--- config.mk ---
export PLATFORM = sky130hd
export DESIGN_NAME = alu_4bit_bist
export DESIGN_NICKNAME = d
export VERILOG_FILES = /design/src/rtl/alu_4bit_bist.sv
export SDC_FILE = /design/constraint.sdc
export NUM_CORES = 1
export LEC_CHECK = 0
export ABC_AREA = 1
export ABC_CLOCK_PERIOD_IN_PS = 2600
export BUFFER_PORTS_ARGS = -buffer_cell sky130_fd_sc_hd__buf_4
export CORE_MARGIN = 5
export CORE_UTILIZATION = 30
export CTS_BUF_LIST = sky130_fd_sc_hd__clkbuf_8 sky130_fd_sc_hd__clkbuf_16
export DETAILED_ROUTE_END_ITERATION = 8
export GPL_TIMING_DRIVEN = 0
export HOLD_SLACK_MARGIN = 0.06
export PLACE_DENSITY_LB_ADDON = 0.2
export SYNTH_ARGS = -nofsm -noshare
export SYNTH_HDL_FRONTEND = slang
export SYNTH_SLANG_ARGS = --single-unit
--- constraint.sdc ---
create_clock -name clk -period 2.6 [get_ports clk]
set_clock_uncertainty 0.2 [all_clocks]
set_input_delay 0.26 -clock clk [delete_from_list [all_inputs] [get_ports clk]]
set_output_delay 0.26 -clock clk [all_outputs]
set_load 0.005 [all_outputs]
--- src/rtl/alu_4bit_bist.sv ---
// Self-test sequencer for the 4-bit ALU: sweeps every {op,a,b} vector,
// compares each response with a reference model, and keeps the first failure.
module alu_4bit_bist #(
  parameter int WIDTH  = 4,
  parameter int SETTLE = 1
) (
  input  logic                 clk,
  input  logic                 rst,
  input  logic                 start,
  output logic [WIDTH-1:0]     alu_a,
  output logic [WIDTH-1:0]     alu_b,
  output logic [1:0]           alu_op,
  input  logic [WIDTH-1:0]     alu_result,
  input  logic                 alu_carry,
  output logic                 busy,
  output logic                 done,
  output logic                 pass,
  output logic [2*WIDTH+2:0]   err_count,
  output logic                 fail_valid,
  output logic [2*WIDTH+1:0]   fail_vec,
  output logic [WIDTH-1:0]     fail_result,
  output logic                 fail_carry
);

  localparam int VW = 2*WIDTH + 2;
  localparam int EW = VW + 1;
  localparam int SW = (SETTLE > 1) ? $clog2(SETTLE) : 1;
  localparam logic [VW-1:0] LAST = '1;
  localparam logic [SW-1:0] SETTLE_END = SW'(SETTLE - 1);

  typedef enum logic [1:0] {
    S_IDLE,
    S_APPLY,
    S_CHECK,
    S_DONE
  } state_t;

  state_t r_state;
  state_t w_next;

  logic [VW-1:0]    r_vec;
  logic [EW-1:0]    r_err;
  logic             r_fvalid;
  logic [VW-1:0]    r_fvec;
  logic [WIDTH-1:0] r_fres;
  logic             r_fcar;
  logic [SW-1:0]    r_settle;

  logic             w_start_ok;
  logic             w_settled;
  logic             w_last;
  logic             w_check;
  logic             w_mismatch;

  logic [1:0]       w_op;
  logic [WIDTH-1:0] w_a;
  logic [WIDTH-1:0] w_b;
  logic [WIDTH:0]   w_sum;
  logic [WIDTH:0]   w_dif;
  logic [WIDTH-1:0] w_exp_res;
  logic             w_exp_car;
  logic             w_chk_car;

  assign w_op = r_vec[VW-1:2*WIDTH];
  assign w_a  = r_vec[2*WIDTH-1:WIDTH];
  assign w_b  = r_vec[WIDTH-1:0];

  assign w_start_ok = start &&
    (r_state == S_IDLE || r_state == S_DONE);
  assign w_settled = (r_settle == SETTLE_END);
  assign w_last    = (r_vec == LAST);
  assign w_check   = (r_state == S_CHECK);

  // State register
  always_ff @(posedge clk) begin
    if (rst) r_state <= S_IDLE;
    else     r_state <= w_next;
  end

  // Next-state logic
  always_comb begin
    w_next = r_state;
    unique case (r_state)
      S_IDLE:  if (start) w_next = S_APPLY;
      S_DONE:  if (start) w_next = S_APPLY;
      S_APPLY: if (w_settled) w_next = S_CHECK;
      S_CHECK: w_next = w_last ? S_DONE : S_APPLY;
      default: w_next = S_IDLE;
    endcase
  end

  // Output logic
  always_comb begin
    busy = 1'b0;
    done = 1'b0;
    pass = 1'b0;
    unique case (r_state)
      S_APPLY: busy = 1'b1;
      S_CHECK: busy = 1'b1;
      S_DONE: begin
        done = 1'b1;
        pass = (r_err == '0);
      end
      default: ;
    endcase
  end

  // Reference model; carry is only meaningful for arithmetic ops
  always_comb begin
    w_sum     = {1'b0, w_a} + {1'b0, w_b};
    w_dif     = {1'b0, w_a} - {1'b0, w_b};
    w_exp_res = '0;
    w_exp_car = 1'b0;
    w_chk_car = 1'b0;
    unique case (w_op)
      2'b00: begin
        w_exp_res = w_sum[WIDTH-1:0];
        w_exp_car = w_sum[WIDTH];
        w_chk_car = 1'b1;
      end
      2'b01: begin
        w_exp_res = w_dif[WIDTH-1:0];
        w_exp_car = ~w_dif[WIDTH];
        w_chk_car = 1'b1;
      end
      2'b10: w_exp_res = w_a & w_b;
      2'b11: w_exp_res = w_a | w_b;
      default: ;
    endcase
  end

  assign w_mismatch = (alu_result != w_exp_res) ||
    (w_chk_car && (alu_carry != w_exp_car));

  always_ff @(posedge clk) begin
    if (rst || r_state != S_APPLY || w_settled)
      r_settle <= '0;
    else
      r_settle <= r_settle + SW'(1);
  end

  always_ff @(posedge clk) begin
    if (rst) begin
      r_vec    <= '0;
      r_err    <= '0;
      r_fvalid <= 1'b0;
      r_fvec   <= '0;
      r_fres   <= '0;
      r_fcar   <= 1'b0;
    end else if (w_start_ok) begin
      r_vec    <= '0;
      r_err    <= '0;
      r_fvalid <= 1'b0;
      r_fvec   <= '0;
      r_fres   <= '0;
      r_fcar   <= 1'b0;
    end else if (w_check) begin
      if (w_mismatch) begin
        r_err <= r_err + EW'(1);
        if (!r_fvalid) begin
          r_fvalid <= 1'b1;
          r_fvec   <= r_vec;
          r_fres   <= alu_result;
          r_fcar   <= alu_carry;
        end
      end
      // Last vector stays on the ALU pins in DONE
      if (!w_last) r_vec <= r_vec + VW'(1);
    end
  end

  assign alu_op      = w_op;
  assign alu_a       = w_a;
  assign alu_b       = w_b;
  assign err_count   = r_err;
  assign fail_valid  = r_fvalid;
  assign fail_vec    = r_fvec;
  assign fail_result = r_fres;
  assign fail_carry  = r_fcar;

endmodule

==> results of run 1 <==
-- cells in the mapped netlist, drive strengths merged --
cell / n
conb: 1
nor3b: 1
nand4: 5
xor2: 2
nor2: 64
clkbuf: 1
inv: 54
fa: 2
nand2: 81
o21bai: 1
o21ai: 15
nor3: 4
and3: 2
a21oi: 22
dfxtp: 40
nand3: 52
nor4: 1
or4: 1
buf: 8
ha: 18
-- area by class of cell --
cell class | count | area, um2
Sequential cell | 40 | 813
Multi-Input combinational cell | 273 | 1540
Inverter | 54 | 205
Buffer | 9 | 101
Tap cell | 105 | 131
Fill cell | 895 | 4790
Clock buffer | 5 | 68.8
Clock inverter | 3 | 38.8
Timing Repair Buffer | 57 | 483
-- timing repair --
| item | in CTS | in global routing |
|---|---|---|
| resized for setup | 6 | 40 |
| cloned | 0 | 4 |
| hold buffers | 1 | 0 |
| pin swaps | 1 | 17 |
| setup endpoints to repair | 27 | 27 |
| buffers inserted | 2 | 4 |
| endpoints found under the hold margin | 2 | 0 |
-- stage by stage --
step                total power (uW)  hold WS (ns)  std cells  setup WS (ns)  setup TNS [ns]
finish                          1360         0.103        546        0.00218               0
global route                    1430         0.129        546         -0.205           -4.51
CTS                             1350         0.102        538       -0.00174        -0.00174
detailed placement               847         0.240        527         -0.222           -3.65
global placement                 844         0.242        527         -0.176           -2.56
floorplan                        780         0.129        375          0.163               0
-- critical path: cells and delay by family (launching register included) --
kind,cells,cell delay (ns)
and+or+nand+nor,11,0.80
buffers and inverters,4,0.58
adders and majority gates,1,0.36
AOI/OAI and AO/OA,1,0.11
DFF,1,0.43
-- power by group --
group / leakage [uW] / internal, uW / switching, uW / total [uW]
registers: 0.000328 / 626 / 12.1 / 638
clock network: 0.0000593 / 281 / 229 / 510
logic: 0.00116 / 92.3 / 122 / 214
total: 0.00155 / 1000 / 362 / 1360
-- state kept, by name (all words and copies together) (netlist names) --
register	cells
err_count	11
fail_carry	1
fail_result	4
fail_valid	1
fail_vec	10
r_settle	1
r_state	2
r_vec	10
-- metal layers --
layer / GRT usage / vias to the layer above / share of wire
met1: 0.182 / 1171 / 0.48
met3: 0.0262 / 6 / 0.050
met4: 0.0327 / 0 / 0.0080
met5: 0 / - / 0
met2: 0.212 / 56 / 0.46
li1: - / 1320 / -
-- worst paths after layout --
kind	start	to	slack, ns	depth (start not counted)
setup / recovery	r_vec[5]	err_count[9]	0.002	17
hold / removal	start	r_state[0]	0.10	3
setup reg to reg	r_vec[5]	err_count[9]	0.002	17
hold reg to reg	fail_vec[3]	fail_vec[3]	0.28	2
-- logic make-up (layout without fill, tap and decap cells) --
kind of cell	after synthesis	after routing	share of synthesized area
other cells	1	1	0.00149
flops	40	40	0.318
fa+ha+maj	20	20	0.105
compound gates	38	38	0.0766
simple gates	211	212	0.375
xor+xnor	2	2	0.00697
buf+inv	63	128	0.116
==> impl_metrics.toml, run 1 <==
[run_status]
status = "finished, final reports clean"

[worst_setup_path]
crit_fanout = 8
worstPathArrival_ns = 2.59
start_kind = "register"
crit_chain = "inv_1 > ha_1 > inv_1 > nand2_1 > nand2_1 > nand2_1 > nand2_1 > nand3_1 > nand2_1 > nand2_1 > nand2_1 > nand2_1 > inv_1 > nand2_4 > clkbuf_16 > a21oi_1 > nor2_1"
worstPathRequired_ns = 2.60
endpoint_kind = "register"
path_class = "reg2reg"
max_stage_delay_ns = 0.43
slowest_stage = "dfxtp_2"
cp_common_cell = "nand2_1"

[placement]
gp_congestion = 0.875
hpwl_um = 5380
io_buffers = 47
placed_area_um2 = 3000

[sta]
drv_slew = 0
period_share = 0.999
hold_viol = 0
fin_crit_ns = 2.60
rsz0062_at_grt = "true"
max_slew_margin = 0.641
setup_viol = 0
tightestPinTransition_ns = 0.539
timing.fmax_ghz = 0.385

[global_route]
grt_overflow = 0
track_usage = 0.132
antenna_found_initial = 0
grt_pass1_wl_um = 11000
grt_max_degree = 13
grt_pass1_vias = 2324

[clocking]
cts_root_buffer = "clkbuf_8"
clk_pin_slew_ns = 0.08
cts.sinks = 40
cts_buffers = 5
cts_tree = "built"
clk_latency_ns = 0.30
htree_levels = 2
clockBufferDepth = 2

[synth]
synth.yosys.seq_area_share = 0.318
ys_types = 27
syn_area_per_cell_um2 = 6.71
synth_seq_cells = 40
synth_top_area_share = 0.318
ys.warnings.count = 0
synth_area_um2 = 2510
syn_nets = 403
synthTopCellsByArea = "dfxtp_1 (32%), nand2_1 (12%), nand3_1 (9.4%)"
synth_top_area_cell = "dfxtp_1"
syn_inst = 375

[final_layout]
finish.utilization = 0.414
mostFrequentLayoutCells = "nand2_1 (75), nor2_1 (56), buf_4 (55)"
final_cell_area_um2 = 3390
area_growth_pct = 34.6
drive_above_1_share = 0.279
nets = 468
antenna_cells = 0
layout_commonest_cell = "nand2_1"

[die]
die_h_um = 102
core_um2 = 8180
dieWidth_um = 102
start_util = 0.308
dieArea_um2 = 10300
top_level_ports = 48
rows = 33

[job]
drv_cap = 0

[detailed_routing]
vias_per_cell = 4.68
drtAntennaViolNets = 0
wirelength_um = 7110
vias = 2553
firstDrtPassIters = 4
wl_per_cell_um = 13.0
drc = 0
dr.first_iter.drc_count = 107

[power_and_ir_drop]
ir_worst_vdd_mv = 0.192
p_leak_uw = 0.00155
power_density_nw_per_um2 = 402

[hold_path]
hold_path.class = "in2reg"
Note: power is estimated with default switching activity, not from simulation.
==> run 2, diff against run 1 <==
Settings changed: RECOVER_POWER set to 50.
==> run 2 against run 1 <==
Compared with the run above:
- first-iteration DRC count fell by 2.8%
- combinational power barely moved
- fmax barely moved
- core utilization fell by 0.092 points
- highest routed layer unchanged
==> impl_metrics.toml, run 2 (same netlist as run 1, synthesis figures left out) <==
[placement]
place_worst_setup_slack_ns = -0.222
gp_congestion = 0.875
hpwl_um = 5380
io_buffers = 47

[sta]
setup_viol = 0
hold_viol = 0
finalSetupTns_ns = 0
tightestPinTransition_ns = 0.538
fin_ws_ns = 0.00273
timing.fmax_ghz = 0.385
fin_crit_ns = 2.60
max_slew_margin = 0.642
rsz0062_at_grt = "true"
period_share = 0.999
drv_slew = 0

[final_layout]
finish.utilization = 0.413
layout_commonest_cell = "nand2_1"
nets = 468
area_growth_pct = 34.3
drive_above_1_share = 0.274
nFillCells = 896
largest_register_ffs = 11
mostFrequentLayoutCells = "nand2_1 (75), nor2_1 (56), inv_1 (49)"
antenna_cells = 0
multi_input_area_um2 = 1540
register_area_um2 = 813

[die]
core_um2 = 8180
die_h_um = 102
rows = 33
dieWidth_um = 102
dieArea_um2 = 10300
start_util = 0.308
top_level_ports = 48

[clocking]
clk_latency_ns = 0.30
cts.sinks = 40
clockBufferDepth = 2
cts_tree = "built"
cts_root_buffer = "clkbuf_8"
cts_buffers = 5
clk_pin_slew_ns = 0.08
htree_levels = 2

[global_route]
grt-busiest-layer = "met2"
track_usage = 0.132
grt_pass1_wl_um = 11000
grt_max_degree = 13
grt_overflow = 0
antenna_found_initial = 0
grt_use_met2 = 0.212
use_met3 = 0.0262
use_met1 = 0.182
grt_pass1_vias = 2324

[worst_setup_path]
crit_family = "simple AND/OR/NAND/NOR gates"
max_stage_delay_ns = 0.43
start_kind = "register"
cp-startpoint = "r_vec[5]"
slowest_stage = "dfxtp_2"
path_class = "reg2reg"
worstPathArrival_ns = 2.59
crit_chain = "inv_1 > ha_1 > inv_1 > nand2_1 > nand2_1 > nand2_1 > nand2_1 > nand3_1 > nand2_1 > nand2_1 > nand2_1 > nand2_1 > inv_1 > nand2_4 > clkbuf_16 > a21oi_1 > nor2_1"
worstPathRequired_ns = 2.60
path_buf_inv = 4
cp_common_cell = "nand2_1"
crit_fanout = 8
endpoint_kind = "register"
r2r_start = "r_vec[5]"

[detailed_routing]
wirelength_um = 7100
wl_per_cell_um = 13.0
vias = 2550
drtAntennaViolNets = 0
dr.first_iter.drc_count = 104
drc = 0
firstDrtPassIters = 4
vias_per_cell = 4.67

[job]
drv_cap = 0

[power_and_ir_drop]
power.total_uw = 1360
ir_worst_vdd_mv = 0.192
p_leak_uw = 0.00153
power_density_nw_per_um2 = 403

[run_status]
status = "finished, final reports clean"

[hold_path]
hold_path.class = "in2reg"
hp-start = "start"
==> run 2: changes by cell type in the layout (fill, tap and decap cells not counted), sizes merged <==
cell	delta
clkbuf	+17
buf	-17
==> run 2: timing repair <==
action	4_1_cts	5_1_grt
hold buffers	1	0
buffers inserted	2	4
gates cloned	0	4
hold endpoints to repair	2	0
setup endpoints to repair	27	27
gates resized for setup	6	40
pin swaps	1	17
==> run 2: worst min-delay path: cells and delay by family <==
kind / cells / cell delay, ns
buf+inv: 1 / 0.09
compound gates: 2 / 0.22
==> run 2: worst paths after layout <==
kind,to,cells after the start,slack [ns]
max,err_count[9],17,0.003
min,r_state[0],3,0.10
max reg2reg,err_count[9],17,0.003
min reg2reg,fail_vec[3],2,0.28
==> run 2: cell type report <==
class | instances | share of cell area
well taps | 105 | 0.0389
inverters | 54 | 0.0607
plain buffers | 9 | 0.0300
clock inverters | 3 | 0.0115
multi-input cells | 273 | 0.457
flip-flops and latches | 40 | 0.241
repair buffers | 57 | 0.141
clock buffers | 5 | 0.0204
==> run 2: through the flow <==
stage	cells	area [um2]	hold WS [ns]
final	546	3380	0.103
after global routing	546	3380	0.129
after CTS	538	3140	0.102
after detailed placement	527	3000	0.240
after global placement	527	3000	0.242
after floorplan	375	2510	0.129
==> run 2: power by group <==
part / leakage [uW] / total (uW) / internal, uW / switching (uW)
sequential: 0.000328 / 638 / 626 / 11.9
clock: 0.0000593 / 511 / 281 / 229
combinational: 0.00114 / 213 / 90.9 / 122
total: 0.00153 / 1360 / 998 / 363
==> run 2: per-layer routing <==
| metal | share of wire | up-vias |
|---|---|---|
| met1 | 0.49 | 1168 |
| met3 | 0.048 | 6 |
| met2 | 0.46 | 56 |
| met4 | 0.0080 | 0 |
| li1 | - | 1320 |
| met5 | 0 | - |
==> run 3, diff against run 2 <==
Settings changed: CORE_MARGIN 5 to 4, HOLD_SLACK_MARGIN 0.06 to 0.02.
==> run 3 against run 2 <==
Compared with the run above:
- highest routed layer unchanged
- worst hold slack worse by 0.018 ns
- critical path depth is 3 lower
- largest cell class unchanged
- total power is 3.1% higher
- sequential share of layout area is 0.60 points higher
- first-iteration DRC count is 41% higher
- cell count is 0.73% lower
- largest power group unchanged
- non-clock buffer count is 3 lower
- the flow now finishes with violations (negative setup slack)
- worst setup slack worse by 0.0045 ns
- fmax is 0.17% lower
- wire length is 4.4% lower
==> impl_metrics.toml, run 3 (same netlist as run 1, synthesis figures left out) <==
[run_status]
status = "finished with violations"
violations = "negative setup slack"

[sta]
rsz0062_at_grt = "true"
tightestPinTransition_ns = 0.551
period_share = 1.00
fin_crit_ns = 2.60
finalSetupTns_ns = -0.00180
setup_viol = 1
drv_slew = 0
hold_viol = 0
fin_ws_ns = -0.00180
timing.fmax_ghz = 0.384
max_slew_margin = 0.632
holdWs_ns = 0.0842

[worst_setup_path]
path_class = "reg2reg"
endpoint_kind = "register"
start_kind = "register"
crit_fanout = 10
worstPathArrival_ns = 2.60
worstPathRequired_ns = 2.60

[power_and_ir_drop]
pwr-share-seq = 0.455
p_sw_frac = 0.251
power.switching_uw = 353
power_density_nw_per_um2 = 427
ir_worst_vdd_mv = 0.255
p_int_uw = 1050
p_comb_frac = 0.141
p_leak_uw = 0.00150
p_clk_frac = 0.404

[detailed_routing]
wl_per_cell_um = 12.5
drc = 0
drtAntennaViolNets = 0
wirelength_um = 6790
dr.first_iter.drc_count = 147
vias_per_cell = 4.62
vias = 2502
firstDrtPassIters = 4

[final_layout]
mostFrequentLayoutCells = "nand2_1 (79), nor2_1 (58), inv_1 (49)"
finish.utilization = 0.403
nets = 464
largest_register_ffs = 11
area_growth_pct = 30.8
final_cell_area_um2 = 3290
antenna_cells = 0
layout_commonest_cell = "nand2_1"
drive_above_1_share = 0.240

[global_route]
grt_max_degree = 13
track_usage = 0.138
grt_pass1_vias = 2321
grt_pass1_wl_um = 11100
grt_overflow = 0
antenna_found_initial = 0

[clocking]
clockBufferDepth = 2
cts.sinks = 40
cts_tree = "built"
clk_pin_slew_ns = 0.08
htree_levels = 2
cts_buffers = 5
clk_latency_ns = 0.30
cts_root_buffer = "clkbuf_8"

[job]
drv_cap = 0

[die]
rows = 33
dieWidth_um = 99.6
core_um2 = 8180
die_h_um = 99.6
top_level_ports = 48
start_util = 0.308
dieArea_um2 = 9910

[placement]
io_buffers = 47
gp_congestion = 0.836
placed_area_um2 = 3000
place_worst_setup_slack_ns = -0.173
hpwl_um = 5270

[hold_path]
hold_path.class = "in2reg"
-- run 3: through the flow --
step	instances	power, uW
after floorplan	375	780
after global placement	527	844
after detailed placement	527	846
after CTS	537	1420
after global routing	542	1480
final	542	1400
-- run 3: critical path: stages, from the launching register on --
cell	delay, ns
dfxtp_4	0.39
buf_4	0.11
ha_2	0.19
inv_1	0.06
fa_2	0.51
nand2_1	0.06
nand3_1	0.09
nand2_1	0.06
nor2_2	0.13
nand2_1	0.08
nor2_2	0.15
nand2_4	0.11
buf_6	0.16
a21oi_1	0.13
nor2_1	0.05
-- run 3: final cells by class --
type,instances,area [um2]
multi-input cells,272,1480
clock inverters,1,30.0
clock buffers,7,96.3
fillers,880,4880
flip-flops and latches,40,812
repair buffers,54,438
inverters,54,208
plain buffers,9,93.8
well taps,105,131
-- run 3: final timing paths --
path / from / endpoint / slack [ns] / cells after the start
setup / recovery: r_vec[4] / err_count[6] / -0.002 / 14
setup reg to reg: r_vec[4] / err_count[6] / -0.002 / 14
hold reg to reg: fail_vec[9] / fail_vec[9] / 0.28 / 2
hold / removal: start / r_state[0] / 0.08 / 3
-- run 3: power by group through the flow --
stage,clock (uW),sequential [uW],combinational (uW)
after CTS,583,638,196
final,568,638,198
after floorplan,0,652,128
after global placement,0,653,191
after global routing,609,641,228
after detailed placement,0,654,192
-- run 3: per-layer routing --
metal	share of wire	vias to the layer above	GRT usage
met1	0.49	1138	0.186
met2	0.45	46	0.221
met4	0.017	0	0.0473
met5	0	-	0
li1	-	1308	-
met3	0.038	10	0.0281
-- run 3: repair_timing --
item,4_1_cts,5_1_grt
pin swaps,1,16
gates cloned,0,1
endpoints found under the hold margin,2,0
gates resized for setup,8,20
hold buffers,1,0
setup buffers,1,4
endpoints found under the setup margin,27,27
